**src/rtl/pwm_timer_mc.sv**
```systemverilog
// Multi-channel PWM timer with a prescaler, edge/center-aligned counting and
// shadow registers that take effect only at a period boundary (or right away while stopped).
module pwm_timer_mc #(
  parameter int CHANNELS = 4,
  parameter int CNT_W    = 16,
  parameter int PRE_W    = 8
) (
  input  logic                      clk,
  input  logic                      rst,
  input  logic                      go,
  input  logic                      relatch,
  input  logic                      mode,
  input  logic [PRE_W-1:0]          prescaler_cnt,
  input  logic [CNT_W-1:0]          top_cnt,
  input  logic [CHANNELS*CNT_W-1:0] cmp_cnt,
  output logic [CNT_W-1:0]          counter,
  output logic                      top_match,
  output logic [CHANNELS-1:0]       cmp_match,
  output logic [CHANNELS-1:0]       pwm,
  output logic                      latched
);

  logic [PRE_W-1:0]          r_pre, r_p_a;
  logic [CNT_W-1:0]          r_cnt, r_t_a;
  logic [CHANNELS*CNT_W-1:0] r_cmp_a;
  logic                      r_mode_a, r_dir_down, r_pending, r_latched;
  logic [CHANNELS-1:0]       r_pwm;

  logic                      w_tick, w_at_top, w_boundary, w_req, w_apply;
  logic [PRE_W-1:0]          w_pre_nxt;
  logic [CNT_W-1:0]          w_cnt_nxt;
  logic                      w_dir_nxt;
  logic [CHANNELS*CNT_W-1:0] w_cmp_nxt;
  logic [CHANNELS-1:0]       w_pwm_nxt;
  logic [CHANNELS-1:0]       w_cmp_hit;

  assign w_tick   = go & ~rst & (r_pre == r_p_a);
  assign w_at_top = (r_cnt == r_t_a);
  // Center mode closes its period on the down-count reaching zero; T=0 makes every tick a boundary.
  assign w_boundary = w_tick & (r_mode_a ? ((r_t_a == '0) | ((r_cnt == '0) & r_dir_down))
                                         : w_at_top);
  assign w_req   = r_pending | relatch;
  assign w_apply = w_req & (~go | w_boundary);

  always_comb begin
    w_pre_nxt = r_pre;
    w_cnt_nxt = r_cnt;
    w_dir_nxt = r_dir_down;
    w_cmp_nxt = r_cmp_a;
    if (w_apply) begin
      w_pre_nxt = '0;
      w_cnt_nxt = '0;
      w_dir_nxt = 1'b0;
      w_cmp_nxt = cmp_cnt;
    end else if (go) begin
      w_pre_nxt = w_tick ? '0 : r_pre + PRE_W'(1);
      if (w_tick) begin
        if (!r_mode_a) begin
          w_cnt_nxt = w_at_top ? '0 : r_cnt + CNT_W'(1);
          w_dir_nxt = 1'b0;
        end else if (r_t_a == '0) begin
          w_cnt_nxt = '0;
          w_dir_nxt = 1'b0;
        end else if (!r_dir_down) begin
          w_cnt_nxt = w_at_top ? r_cnt - CNT_W'(1) : r_cnt + CNT_W'(1);
          w_dir_nxt = w_at_top;
        end else begin
          w_cnt_nxt = (r_cnt == '0) ? CNT_W'(1) : r_cnt - CNT_W'(1);
          w_dir_nxt = (r_cnt != '0);
        end
      end else begin
        w_cnt_nxt = r_cnt;
      end
    end else begin
      w_pre_nxt = r_pre;
    end
  end

  // PWM is registered from the next-cycle counter/compare so it always matches the visible counter.
  always_comb begin
    w_pwm_nxt = '0;
    w_cmp_hit = '0;
    for (int i = 0; i < CHANNELS; i++) begin
      w_pwm_nxt[i] = (w_cnt_nxt < w_cmp_nxt[i*CNT_W +: CNT_W]);
      w_cmp_hit[i] = w_tick & (r_cnt == r_cmp_a[i*CNT_W +: CNT_W]);
    end
  end

  always_ff @(posedge clk or posedge rst) begin
    if (rst) begin
      r_pre      <= '0;
      r_p_a      <= '0;
      r_cnt      <= '0;
      r_t_a      <= '0;
      r_cmp_a    <= '0;
      r_mode_a   <= 1'b0;
      r_dir_down <= 1'b0;
      r_pending  <= 1'b0;
      r_latched  <= 1'b0;
      r_pwm      <= '0;
    end else begin
      r_pre      <= w_pre_nxt;
      r_cnt      <= w_cnt_nxt;
      r_dir_down <= w_dir_nxt;
      r_cmp_a    <= w_cmp_nxt;
      r_pwm      <= w_pwm_nxt;
      r_pending  <= w_apply ? 1'b0 : w_req;
      r_latched  <= w_apply;
      if (w_apply) begin
        r_p_a    <= prescaler_cnt;
        r_t_a    <= top_cnt;
        r_mode_a <= mode;
      end
    end
  end

  assign counter   = r_cnt;
  assign pwm       = r_pwm;
  assign latched   = r_latched;
  assign top_match = w_tick & w_at_top;
  assign cmp_match = w_cmp_hit;

endmodule

```
**config.mk**
```make
export PLATFORM = sky130hd
export DESIGN_NAME = pwm_timer_mc
export DESIGN_NICKNAME = d
export VERILOG_FILES = /design/src/rtl/pwm_timer_mc.sv
export SDC_FILE = /design/constraint.sdc
export NUM_CORES = 1
export LEC_CHECK = 0
export CAP_MARGIN = 10
export CORE_MARGIN = 8
export CORE_UTILIZATION = 55
export CTS_CLUSTER_SIZE = 10
export DETAILED_ROUTE_END_ITERATION = 6
export PLACE_DENSITY_LB_ADDON = 0.25
export SLEW_MARGIN = 20
export SYNTH_ARGS = -nofsm -noshare
export SYNTH_HDL_FRONTEND = slang
export SYNTH_SLANG_ARGS = --single-unit
export TNS_END_PERCENT = 10
```
**constraint.sdc**
```tcl
create_clock -name clk -period 5.82 [get_ports clk]
set_input_delay 0.582 -clock clk [delete_from_list [all_inputs] [get_ports clk]]
set_output_delay 0.582 -clock clk [all_outputs]
set_load 0.01 [all_outputs]
```
==> flow_results.xml <==
<?xml version="1.0" encoding="UTF-8"?>
<metrics>
  <group name="logic_synthesis">
    <metric name="synth_seq_cells" unit="">120</metric>
    <metric name="synthesis.area_per_instance" unit="µm²">9.94</metric>
    <metric name="seq_area_frac_synth" unit="">0.374</metric>
    <metric name="yosysUniqueCellTypes" unit="">52</metric>
    <metric name="synthesis.area" unit="µm²">8030</metric>
    <metric name="async_flop_share" unit="">1.00</metric>
    <metric name="synthesis.instances" unit="">808</metric>
    <metric name="synth_top_flop_cell" unit="">sky130_fd_sc_hd__dfrtp_1</metric>
    <metric name="synth_edf_count" unit="">0</metric>
    <metric name="synth.mux.area_fraction" unit="">0.128</metric>
    <metric name="synth_compound_area_frac" unit="">0.108</metric>
    <metric name="synth_simple_gate_area_frac" unit="">0.126</metric>
    <metric name="yosys_warnings" unit="">0</metric>
    <metric name="syn_nets" unit="">965</metric>
    <metric name="adder_and_majority_gate_portion_of_the_synthesized_area" unit="">0.0997</metric>
    <metric name="xor_and_xnor_fraction_of_the_mapped_netlist_area" unit="">0.107</metric>
    <metric name="main_combinational_cell_family_by_area_after_synthesis" unit="">multiplexers</metric>
  </group>
  <group name="clock_network">
    <metric name="ctsHoldBuffers" unit="">0</metric>
    <metric name="clock_insertion_delay_worst_skew" unit="ps">440</metric>
    <metric name="clkSinkCount" unit="">120</metric>
    <metric name="cts.repair_timing.setup_buffer_count" unit="">0</metric>
    <metric name="number_of_buffers_between_clock_root_and_the_deepest_sink" unit="">2</metric>
    <metric name="htreeDepth" unit="">4</metric>
    <metric name="root_buffer" unit="">sky130_fd_sc_hd__clkbuf_16</metric>
    <metric name="tritoncts.num_buffers" unit="">17</metric>
    <metric name="clk_pin_slew" unit="ps">60</metric>
    <metric name="cts-resized-gates" unit="">0</metric>
    <metric name="cts_tree" unit="">done</metric>
  </group>
  <group name="timing">
    <metric name="finalHoldViolCount" unit="">0</metric>
    <metric name="clock-skew-final" unit="ps">11.4</metric>
    <metric name="slew-limit-headroom" unit="">0.315</metric>
    <metric name="finalSetupTns" unit="ps">0</metric>
    <metric name="final_period_minus_worst_setup_slack" unit="ps">4970</metric>
    <metric name="setup_violations" unit="">0</metric>
    <metric name="worst_pin_slew" unit="ps">1020</metric>
    <metric name="timing_max_transition_violations_final" unit="">0</metric>
    <metric name="unrepaired_setup_endpoints_after_global_routing" unit="">no</metric>
    <metric name="layout_worst_path_cycle_share" unit="">0.854</metric>
    <metric name="max_freq" unit="MHz">201</metric>
    <metric name="holdWs" unit="ps">528</metric>
  </group>
  <group name="pwr">
    <metric name="power.static_leakage" unit="nW">4.79</metric>
    <metric name="largest_voltage_drop_on_the_vdd_net" unit="mV">0.214</metric>
    <metric name="pd_cells" unit="nW/µm²">262</metric>
    <metric name="total_power" unit="mW">2.64</metric>
  </group>
  <group name="die">
    <metric name="die_height" unit="µm">137</metric>
    <metric name="floorplan.core_area" unit="µm²">14400</metric>
    <metric name="initial_core_util" unit="">0.557</metric>
    <metric name="core.rowCount" unit="">44</metric>
    <metric name="floorplan.die.width" unit="µm">137</metric>
    <metric name="io_pins" unit="">119</metric>
    <metric name="die_area" unit="µm²">18700</metric>
  </group>
  <group name="status">
    <metric name="run_status" unit="">complete, no violations</metric>
  </group>
  <group name="routing">
    <metric name="routed_wirelength" unit="µm">25300</metric>
    <metric name="wire_per_inst" unit="µm">22.5</metric>
    <metric name="drcViolationCount" unit="">0</metric>
    <metric name="drt.antenna.violating_nets" unit="">0</metric>
    <metric name="avgViaCountPerCell" unit="">6.08</metric>
    <metric name="routed-via-count" unit="">6845</metric>
    <metric name="detailedRoute.firstIterationViolations" unit="">578</metric>
    <metric name="drt_pre_antenna_iters" unit="">5</metric>
  </group>
  <group name="job">
    <metric name="max_cap_violations" unit="">0</metric>
  </group>
  <group name="critical_path">
    <metric name="timing.critical_path.required" unit="ps">6190</metric>
    <metric name="crit_type" unit="">flip-flop to flip-flop</metric>
    <metric name="worstSetupStartpointType" unit="">flip-flop</metric>
    <metric name="cp_data_arrival_time" unit="ps">5340</metric>
    <metric name="rr_worst_depth" unit="">13</metric>
    <metric name="cp-end-kind" unit="">flip-flop</metric>
    <metric name="reg2reg_slack" unit="ps">850</metric>
    <metric name="critical_path_peak_fanout" unit="">14</metric>
    <metric name="critical_path.reg2reg.endpoint" unit="">pwm[3]</metric>
    <metric name="rr_startpoint" unit="">counter[10]</metric>
  </group>
  <group name="finish">
    <metric name="layout-area-overhead-vs-synth" unit="%">25.5</metric>
    <metric name="design.final.nets" unit="">1085</metric>
    <metric name="diodes" unit="">0</metric>
    <metric name="final_layout_size_suffix_gt1_frac" unit="">0.155</metric>
  </group>
  <group name="global_routing">
    <metric name="antenna_found_initial" unit="">0</metric>
    <metric name="pin_count_of_the_biggest_net_entering_global_routing" unit="">77</metric>
    <metric name="first_global_vias" unit="">7004</metric>
    <metric name="grt-ovfl-total" unit="">0</metric>
    <metric name="global_route_wire_length_before_repair" unit="µm">39300</metric>
    <metric name="grtUsageTotal" unit="">0.280</metric>
  </group>
  <group name="place">
    <metric name="io_buffer_count" unit="">118</metric>
    <metric name="final_weighted_congestion_in_routability_driven_placement" unit="">0.943</metric>
    <metric name="hpwl" unit="µm">17800</metric>
  </group>
  <group name="worst_hold_path">
    <metric name="worst_hold_path_type" unit="">flip-flop to flip-flop</metric>
    <metric name="holdCritStartpoint" unit="">r_p_a[2]</metric>
    <metric name="holdPathEnd" unit="">r_p_a[2]</metric>
    <metric name="hold_depth" unit="">1</metric>
  </group>
</metrics>
-- report_power, final --
group,internal [mW],total [mW],switching (mW),leakage (nW)
Clock,0.695,1.13,0.432,0.297
Combinational,0.236,0.470,0.234,3.05
Sequential,0.935,1.04,0.104,1.45
-- cell families (layout without fill, tap and decap cells) --
family	after synthesis	in the layout
xor+xnor	98	98
simple gates	202	202
buf+inv	110	243
fa+ha+maj	64	64
compound gates	126	126
mux	88	88
flops	120	120
-- cell usage after synthesis (all sizes together) (3+ instances only) --
cell / count / area, µm²
nand2: 37 / 139
nor4: 27 / 169
a211oi: 9 / 67.6
xnor2: 11 / 96.3
xor2: 87 / 762
clkbuf: 16 / 61.3
dfrtp: 120 / 3000
o21ai: 26 / 130
nand3: 19 / 95.1
o221ai: 15 / 131
nand4: 27 / 169
or4: 5 / 45.0
nor3: 13 / 65.1
and3: 5 / 31.3
o22ai: 6 / 37.5
mux2: 28 / 315
and2: 5 / 31.3
a21oi: 28 / 140
mux2i: 60 / 713
inv: 71 / 267
nor2: 56 / 210
a211o: 4 / 35.0
ha: 64 / 801
or3: 3 / 18.8
buf: 23 / 130
a31oi: 7 / 43.8
a21o: 9 / 67.6
o211ai: 6 / 45.0
-- layout make-up --
class / count / area [µm²]
repair buffers: 140 / 1360
flip-flops and latches: 120 / 3000
multi-input cells: 578 / 4590
clock inverters: 14 / 185
fillers: 1115 / 4350
inverters: 71 / 270
well taps: 184 / 230
clock buffers: 18 / 439
-- layer usage --
metal | wire length [µm] | up-vias | GRT usage
li1 | - | 3128 | -
met1 | 10800 | 3300 | 0.371
met2 | 11400 | 347 | 0.432
met3 | 2180 | 70 | 0.0613
met4 | 883 | 0 | 0.122
met5 | 0 | - | 0
-- placed cells by master (no fill, tap or decap), types with 3 or more instances in the layout --
| master | count |
|---|---|
| sky130_fd_sc_hd__a31oi_1 | 6 |
| sky130_fd_sc_hd__a21oi_1 | 28 |
| sky130_fd_sc_hd__dfrtp_1 | 120 |
| sky130_fd_sc_hd__inv_2 | 25 |
| sky130_fd_sc_hd__xnor2_1 | 11 |
| sky130_fd_sc_hd__mux2i_1 | 30 |
| sky130_fd_sc_hd__clkinvlp_4 | 4 |
| sky130_fd_sc_hd__a211o_1 | 4 |
| sky130_fd_sc_hd__a21o_1 | 9 |
| sky130_fd_sc_hd__or4_1 | 3 |
| sky130_fd_sc_hd__nor3_1 | 12 |
| sky130_fd_sc_hd__o21ai_0 | 24 |
| sky130_fd_sc_hd__bufinv_16 | 3 |
| sky130_fd_sc_hd__and2_1 | 5 |
| sky130_fd_sc_hd__mux2i_2 | 30 |
| sky130_fd_sc_hd__xor2_1 | 87 |
| sky130_fd_sc_hd__o221ai_1 | 15 |
| sky130_fd_sc_hd__clkbuf_16 | 17 |
| sky130_fd_sc_hd__buf_4 | 21 |
| sky130_fd_sc_hd__inv_6 | 6 |
| sky130_fd_sc_hd__clkdlybuf4s50_1 | 118 |
| sky130_fd_sc_hd__o22ai_1 | 6 |
| sky130_fd_sc_hd__and3_1 | 5 |
| sky130_fd_sc_hd__ha_1 | 64 |
| sky130_fd_sc_hd__a211oi_1 | 9 |
| sky130_fd_sc_hd__nor2_1 | 56 |
| sky130_fd_sc_hd__nand2_1 | 37 |
| sky130_fd_sc_hd__nand4_1 | 27 |
| sky130_fd_sc_hd__nand3_1 | 19 |
| sky130_fd_sc_hd__nor4_1 | 27 |
| sky130_fd_sc_hd__or3_1 | 3 |
| sky130_fd_sc_hd__mux2_2 | 28 |
| sky130_fd_sc_hd__o211ai_1 | 6 |
| sky130_fd_sc_hd__inv_1 | 45 |
-- registers in the layout, summed over array words and instances, names as in the netlist --
register    cells
pwm             4
r_pre           8
r_dir_down      1
latched         1
r_pending       1
r_mode_a        1
r_t_a          16
counter        16
r_p_a           8
r_cmp_a        64
-- worst max path at each step --
stage                            from      to  slack (ps)  cells after the start
after floorplan                   rst  pwm[0]         660                     15
after global placement    counter[10]  pwm[2]        1220                     14
after detailed placement  counter[10]  pwm[2]        1110                     14
after CTS                 counter[10]  pwm[3]        1050                     13
after global routing      counter[10]  pwm[3]         660                     13
final                     counter[10]  pwm[3]         850                     13
-- critical path: stages, from the launching register on --
cell and delay (ps):
sky130_fd_sc_hd__dfrtp_1 830, sky130_fd_sc_hd__xor2_1 130, sky130_fd_sc_hd__nor4_1 500, sky130_fd_sc_hd__a41oi_1 510, sky130_fd_sc_hd__nor2_1 550, sky130_fd_sc_hd__o221ai_1 200, sky130_fd_sc_hd__a21oi_1 730, sky130_fd_sc_hd__ha_1 390
sky130_fd_sc_hd__a21oi_1 170, sky130_fd_sc_hd__nor2_1 80, sky130_fd_sc_hd__a211oi_1 260, sky130_fd_sc_hd__o21ai_0 140, sky130_fd_sc_hd__a211o_1 300, sky130_fd_sc_hd__a21oi_1 110
-- per-stage QoR --
stage | worst slack, ps | area, µm² | std cells | util
floorplan | 656 | 8030 | 808 | -
global placement | 1220 | 9450 | 1093 | 0.655
detailed placement | 1110 | 9450 | 1093 | 0.655
CTS | 1050 | 10100 | 1125 | 0.699
global route | 661 | 10100 | 1125 | 0.699
finish | 848 | 10100 | 1125 | 0.699
(Power assumes the default switching activity.)
